`src/rtl/mem_rmw_pkg.sv`:
```
// Shared types and helpers for the memory read-modify-write request controller.
package mem_rmw_pkg;

  localparam int WORD_DEF = 32;
  localparam int ADDR_DEF = 16;

  typedef enum logic [2:0] {
    IDLE,
    RD,
    WR,
    RMW_RD,
    RMW_WR,
    CAPT,
    RESP
  } state_t;

  // Reference byte-lane merge for the default word width.
  function automatic logic [WORD_DEF-1:0] byte_merge(
    input logic [WORD_DEF-1:0]   old_word,
    input logic [WORD_DEF-1:0]   new_word,
    input logic [WORD_DEF/8-1:0] be
  );
    logic [WORD_DEF-1:0] r;
    r = old_word;
    for (int i = 0; i < WORD_DEF / 8; i++) begin
      if (be[i]) r[8*i +: 8] = new_word[8*i +: 8];
    end
    return r;
  endfunction

endpackage

```
`src/rtl/mem_byte_merge.sv`:
```
// Combinational byte-lane mux: enabled lanes take the new data, others keep the old word.
module mem_byte_merge
  import mem_rmw_pkg::*;
#(
  parameter int WORD = WORD_DEF,
  parameter int NBE  = WORD / 8
) (
  input  logic [WORD-1:0] old_word,
  input  logic [WORD-1:0] new_word,
  input  logic [NBE-1:0]  be,
  output logic [WORD-1:0] merged
);

  for (genvar gi = 0; gi < NBE; gi++) begin : g_lane
    assign merged[8*gi +: 8] = be[gi] ? new_word[8*gi +: 8] : old_word[8*gi +: 8];
  end

endmodule

```
`src/rtl/mem_rmw_ctrl.sv`:
```
// Single-outstanding load/store controller in front of a word-only memory;
// byte-masked stores are turned into read-modify-write sequences.
module mem_rmw_ctrl
  import mem_rmw_pkg::*;
#(
  parameter int WORD = WORD_DEF,
  parameter int ADDR = ADDR_DEF,
  parameter int NBE  = WORD / 8
) (
  input  logic            clk,
  input  logic            rst_n,
  input  logic            req_valid,
  output logic            req_ready,
  input  logic            req_we,
  input  logic [31:0]     req_addr,
  input  logic [WORD-1:0] req_wdata,
  input  logic [NBE-1:0]  req_be,
  output logic            rsp_valid,
  input  logic            rsp_ready,
  output logic [WORD-1:0] rsp_rdata,
  output logic            rsp_err,
  output logic [ADDR-1:0] mem_a,
  output logic            mem_w,
  output logic [WORD-1:0] mem_d,
  input  logic [WORD-1:0] mem_q
);

  state_t          state_reg;
  logic [WORD-1:0] wdata_reg;
  logic [NBE-1:0]  be_reg;
  logic [WORD-1:0] mem_d_reg;
  logic [WORD-1:0] merged;
  logic            addr_err;
  logic            unused_addr_lsb;

  assign addr_err        = |req_addr[31:ADDR+2];
  assign unused_addr_lsb = ^req_addr[1:0];
  assign req_ready       = (state_reg == IDLE);

  mem_byte_merge #(.WORD(WORD), .NBE(NBE)) u_merge (
    .old_word (mem_q),
    .new_word (wdata_reg),
    .be       (be_reg),
    .merged   (merged)
  );

  // Read data only arrives during RMW_WR, so the merged word bypasses the
  // register there and is then held so mem_d stays stable afterwards.
  assign mem_d = (state_reg == RMW_WR) ? merged : mem_d_reg;

  always_ff @(posedge clk or negedge rst_n) begin
    if (!rst_n) begin
      state_reg <= IDLE;
      wdata_reg <= '0;
      be_reg    <= '0;
      mem_d_reg <= '0;
      mem_a     <= '0;
      mem_w     <= 1'b0;
      rsp_valid <= 1'b0;
      rsp_err   <= 1'b0;
      rsp_rdata <= '0;
    end else begin
      case (state_reg)
        IDLE: begin
          if (req_valid) begin
            wdata_reg <= req_wdata;
            be_reg    <= req_be;
            if (addr_err) begin
              rsp_err   <= 1'b1;
              rsp_rdata <= '0;
              rsp_valid <= 1'b1;
              state_reg <= RESP;
            end else if (!req_we) begin
              mem_a     <= req_addr[ADDR+1:2];
              mem_w     <= 1'b0;
              state_reg <= RD;
            end else if (&req_be) begin
              mem_a     <= req_addr[ADDR+1:2];
              mem_w     <= 1'b1;
              mem_d_reg <= req_wdata;
              state_reg <= WR;
            end else if (req_be == '0) begin
              rsp_err   <= 1'b0;
              rsp_rdata <= '0;
              rsp_valid <= 1'b1;
              state_reg <= RESP;
            end else begin
              mem_a     <= req_addr[ADDR+1:2];
              mem_w     <= 1'b0;
              state_reg <= RMW_RD;
            end
          end
        end
        RD: state_reg <= CAPT;
        CAPT: begin
          rsp_rdata <= mem_q;
          rsp_err   <= 1'b0;
          rsp_valid <= 1'b1;
          state_reg <= RESP;
        end
        WR: begin
          mem_w     <= 1'b0;
          rsp_rdata <= '0;
          rsp_err   <= 1'b0;
          rsp_valid <= 1'b1;
          state_reg <= RESP;
        end
        RMW_RD: begin
          mem_w     <= 1'b1;
          state_reg <= RMW_WR;
        end
        RMW_WR: begin
          mem_w     <= 1'b0;
          mem_d_reg <= merged;
          rsp_rdata <= '0;
          rsp_err   <= 1'b0;
          rsp_valid <= 1'b1;
          state_reg <= RESP;
        end
        RESP: begin
          if (rsp_ready) begin
            rsp_valid <= 1'b0;
            state_reg <= IDLE;
          end
        end
        default: state_reg <= IDLE;
      endcase
    end
  end

endmodule

```
`config.mk`:
```
export PLATFORM = sky130hd
export DESIGN_NAME = mem_rmw_ctrl
export DESIGN_NICKNAME = d
export VERILOG_FILES = /design/src/rtl/mem_rmw_pkg.sv /design/src/rtl/mem_byte_merge.sv /design/src/rtl/mem_rmw_ctrl.sv
export SDC_FILE = /design/constraint.sdc
export NUM_CORES = 1
export LEC_CHECK = 0
export BUFFER_PORTS_ARGS = -buffer_cell sky130_fd_sc_hd__buf_2
export CORE_MARGIN = 2
export CORE_UTILIZATION = 40
export CTS_BUF_LIST = sky130_fd_sc_hd__clkbuf_4 sky130_fd_sc_hd__clkbuf_8 sky130_fd_sc_hd__clkbuf_16
export DETAILED_ROUTE_END_ITERATION = 16
export GPL_ROUTABILITY_DRIVEN = 0
export GPL_TIMING_DRIVEN = 0
export HOLD_SLACK_MARGIN = 0.03
export PLACE_DENSITY = 0.65
export SKIP_CTS_REPAIR_TIMING = 1
export SYNTH_ARGS = -nofsm -noshare
export SYNTH_HDL_FRONTEND = slang
export SYNTH_SLANG_ARGS = --single-unit
```
`constraint.sdc`:
```
create_clock -name clk -period 2.8 [get_ports clk]
set_input_delay 0.56 -clock clk [delete_from_list [all_inputs] [get_ports clk]]
set_output_delay 0.56 -clock clk [all_outputs]
set_load 0.02 [all_outputs]
```
; ---- Word-level counts from Yosys, hierarchy flattened
; Cells that the tools add are included.
[totals]
in_bits = 105
out_inout_bits = 84
ff_bits = 122
[op_classes]
n_mux = 45
eq_ne = 16
bitwise = 1
n_reduce_logical = 19
[op_table]
columns = cell, count
row1 = 32-bit two-way mux, 10
row2 = 32-bit case mux with 3 select lines, 1
row3 = 32-bit case mux with 2 select lines, 1
row4 = 16-bit two-way mux, 3
row5 = 8-bit two-way mux, 4
row6 = 3-bit two-way mux, 6
row7 = 1-bit two-way mux, 16
row8 = 3-bit case mux with 5 select lines, 1
row9 = 5-bit AND reduction, 3
row10 = 14-bit OR reduction, 1
row11 = 4-bit AND reduction, 3
row12 = "3-bit == test, second input constant", 3
row13 = 3-bit nonzero test, 3
row14 = "3-bit by 2-bit == test with 1-bit output, second input constant", 2
row15 = "2-bit inequality test, second input constant", 3
row16 = "3-bit by 1-bit inequality test with 1-bit output, second input constant", 2
row17 = "3-bit inequality test, second input constant", 2
row18 = 1-bit case mux with 3 select lines, 2
row19 = 6-bit AND reduction, 1
row20 = 4-bit zero test, 1
row21 = "2-bit by 1-bit inequality test with 1-bit output, second input constant", 2
row22 = "4-bit inequality test, second input constant", 1
row23 = 2-bit AND reduction, 2
row24 = 2-bit nonzero test, 2
row25 = 6 further kinds, 6

; ---- Depth between registers and ports, before layout
[logic_depth]
depth_word = 7
mapped_depth = 7
ltp_nobuf = 5

; ---- Cells and area by module
; A second synthesis with hierarchy kept.
[unflattened]
cells_unflattened = 488
area_unflattened_um2 = 5790.6
[by_module_without_submodules]
columns = module, area_per_inst_um2, cells_per_inst, instances
row1 = mem_rmw_ctrl, 5265.0, 452, 1
row2 = mem_byte_merge, 525.5, 36, 1

; ---- Worst setup path after synthesis
; OpenSTA, ideal clock, no wires.
[synth_timing]
kind = reg-to-output
startpoint = register state_reg[2]
endpoint = output mem_d[11]
path_stages_with_launch = 6
path_slack_ps = 676
required_ps = 2240
n_path_buf = 3
t_arrival_ps = 1564
path_cell_list = dfrtp_1 -> clkbuf_1 -> nor3b_1 -> clkbuf_1 -> clkbuf_1 -> o21a_1
[synth_between]
elab_chain_cells = 2
[synth_lines]
columns = item, line
row1 = start: declaration, mem_rmw_ctrl.sv:28  ; state_t state_reg;
row2 = start signal: assignment, mem_rmw_ctrl.sv:53  ; state_reg <= IDLE;
row3 = start signal: assignment, mem_rmw_ctrl.sv:72  ; state_reg <= RESP;
row4 = start signal: assignment, mem_rmw_ctrl.sv:76  ; state_reg <= RD;
row5 = 3-bit == test, mem_rmw_ctrl.sv:49  ; assign mem_d = (state_reg == RMW_WR) ? merged : mem_d_reg;
row6 = 32-bit two-way mux, mem_rmw_ctrl.sv:49
row7 = end: declaration, mem_rmw_ctrl.sv:24  ; output logic [WORD-1:0] mem_d,
; No other way between the ends.

; ---- Worst setup path in the final report
[layout_timing]
startpoint = register state_reg[1]
endpoint = output mem_d[29]
; Same word-level chain as after synthesis.

==> impl_results.md <==
- Synthesized Nets: 630
- Crit-path leading delay family: buffers and inverters
- Core ar.: 0.0145 mm^2
- RSZ-0062 raised after global routing: no
- Final net count: 835
- Clk sinks: 122
- CP endpoint kind: output port
- Layout fillers: 1322
- Synthesized flop and latch total: 122
- Main synth FF type: dfrtp_1
- Crit start category: flip-flop
- Worst slack, placed: 0.0500 ns
- Worst-path maximum fanout: 10
- Vias in the first global route: 4983
- Global route overflow: 0
- Skew-Pair Late Insertion Delay: 0.41 ns
- Compound-cell area share of the yosys netlist: 17.4%
- I/O Buffers: 186
- Largest net degree at the start of global routing: 65
- GRT Util Overall: 22.0%
- CTS tree: built
- Peak supply drop: 489 uV
- Placed inst area: 0.00710 mm^2
- Clock skew: 0.00856 ns
- Boundary pin count: 189
- Post-synthesis xor/xnor area fraction: 0%
- Finished Layout Cells: 928
- Post-DP HPWL: 12.6 mm
- Final worst slack: 0.174 ns
- Dpl cells: 896
- Global-route wire length before repair: 27.0 mm
- Power Dens Cells: 953 mW/mm^2
- Period utilization: 93.8%
- TritonCTS buffer count: 17
- Worst Path Arrival: 2.07 ns
- Worst path cell trace: buf_2, nor3b_1, buf_2, buf_2, o21a_1, buf_2
- DRT iter0 DRCs: 329
- Vias per inst: 5.50
- Vias: 5105
- Buffer and inverter count on the worst path: 4
- Htree depth: 4
- CP Depth: 6
- Synth warn: 0
- Fmax: 381 MHz
- Synthesized instance count: 525
- Critical Path RT: 2.24 ns
- Max-cap check violation count: 0
- FFs w/ async S/R, synth: 100%
- Final setup fails: 0
- Drt first pass iters: 7
- Layout cells sized above 1: 33.8%
- Number of synthesized flops with an enable pin: 0
- Root buffer cell: clkbuf_16
- CTS clk-pin slew, worst paths: 0.05 ns
- Die Area: 0.0157 mm^2
- Die Span X: 125 um
- Outcome: completed
- Layout area overhead: 30.7%
- Worst Hold Class: primary input to async pin
- Power Total: 0.00735 W
- Longest Clk Path Bufs: 2
- Post-Syn Area: 0.00590 mm^2
- Drt drc: 0
- Initial antenna violation count: 1
- # rows: 44
- Mean post-synth cell area: 11.2 um^2
- Design Area, Final: 0.00771 mm^2
- Synth Area in Simple Gates: 11.0%
- Adder-cell share of the synthesized area: 0%
- Final slew viol count: 0
- Worst Max-Slew Pin Slew: 0.713 ns
- Initial Util: 40.8%
- WS Path Type: flip-flop to output port
- Final WL: 17.3 mm
- Hold Violations, Final: 0
- Die span in y: 125 um
- Final min period: 2.63 ns
- CP max-delay cell: dfrtp_1
- Crit path top cell by count: buf_2
- Synth unique cells: 41
- Sequential share of the synthesized area: 51.7%
- Largest family of logic cells by synthesized area: compound AO/OA/AOI/OAI gates
- Max-slew headroom: 52.5%
- Hold slack: 0.123 ns
- Pleak: 3.78 nW
- Largest stage delay on the critical path: 0.37 ns
- Worst r2r path cells: 7
- Post-synthesis mux area share: 15.5%
- Post-DRT Antenna Nets: 0
- Wire per inst: 18.6 um
[kinds of logic after synthesis]
family | count (synthesis)
buf+inv | 49
flops | 122
mux | 85
simple gates | 127
compound gates | 142
[where the power goes]
part	internal (W)	leakage, nW	switching [W]	total, W
registers	0.00228	1.56	0.000312	0.00259
clock network	0.00145	0.303	0.000753	0.00220
logic	0.00105	1.91	0.00150	0.00255
total	0.00479	3.78	0.00257	0.00735
[worst paths after layout]
path	start	endpoint	slack (ns)
worst max register to register	state_reg[1]	mem_d_reg[30]	0.58
worst min-delay path	rst_n	mem_d_reg[25]	0.12
worst min register to register	mem_a[8]	mem_a[8]	0.48
min in group clk	req_addr[12]	mem_a[10]	0.36
worst max-delay path	state_reg[1]	mem_d[29]	0.17
max in group asynchronous	rst_n	rsp_rdata[8]	1.98
[worst reg2reg max path: stages (launching register included)]
cell and delay [ns]:
dfrtp_1 0.37, buf_2 0.18, nor2_2 0.29, nand4_1 0.37
or2_1 0.32, buf_2 0.17, buf_6 0.16, a211oi_1 0.26
[synth_stat cells (2+ instances only)]
cell      number  area [um^2]
a211oi_1      32          240
a21oi_1        2         10.0
a22o_1        34          298
and2_1         2         12.5
and3_1         3         18.8
buf_1          3         11.3
buf_2         10         50.1
buf_4          7         52.6
buf_6          4         45.0
clkbuf_1      23         86.3
dfrtp_1      122         3050
mux2_1        53          597
mux2i_1       32          320
nand2_1       36          135
nor2_1        40          150
nor3b_1        2         15.0
nor4_1        32          200
nor4_2         2         25.0
o21a_1        32          240
o21ai_0       33          165
[per-stage QoR]
| stage | util [%] | TNS (ns) |
|---|---|---|
| 2_1_floorplan | - | 0 |
| 3_3_place_gp | 48.8 | -49.11 |
| 3_5_place_dp | 49.0 | 0 |
| 4_1_cts | 53.2 | -9.01 |
| 5_1_grt | 53.2 | 0 |
| 6_report | 53.3 | 0 |
[layer usage]
| layer | vias to the layer above | GRT usage, % | wire, um |
|---|---|---|---|
| met4 | 0 | 6.86 | 215 |
| met2 | 220 | 34.9 | 8130 |
| li1 | 2369 | - | - |
| met5 | - | 0 | 0 |
| met1 | 2498 | 29.6 | 7760 |
| met3 | 18 | 5.69 | 1180 |
[cell type report]
class	count	area [um^2]	area share (%)
clock buffers	25	517	6.70
diodes	1	2.50	0.0325
well taps	184	230	2.99
inverters	2	7.51	0.0974
clock inverters	7	87.6	1.14
multi-input cells	354	2590	33.7
repair buffers	187	965	12.5
plain buffers	46	253	3.28
flip-flops and latches	122	3050	39.6
[placed cells by master, fill, tap and decap left out, drive strengths merged]
cell	n
a31o	1
a21oi	2
nor3b	2
mux2i	32
nor3	1
dfrtp	122
and2	2
or3	1
diode	1
a41oi	1
clkinvlp	1
a21o	1
o31a	1
nand4	2
a211o	1
a31oi	1
nand2	36
mux2	53
or2	1
a211oi	32
nor2	41
o21ai	34
a2bb2oi	1
o21a	32
nor4	35
buf	210
a22o	34
and4	1
clkinv	4
nand3	2
o21ba	1
and3	3
clkbuf	48
inv	2
bufinv	2
Note: power is estimated with default switching activity, not from simulation.
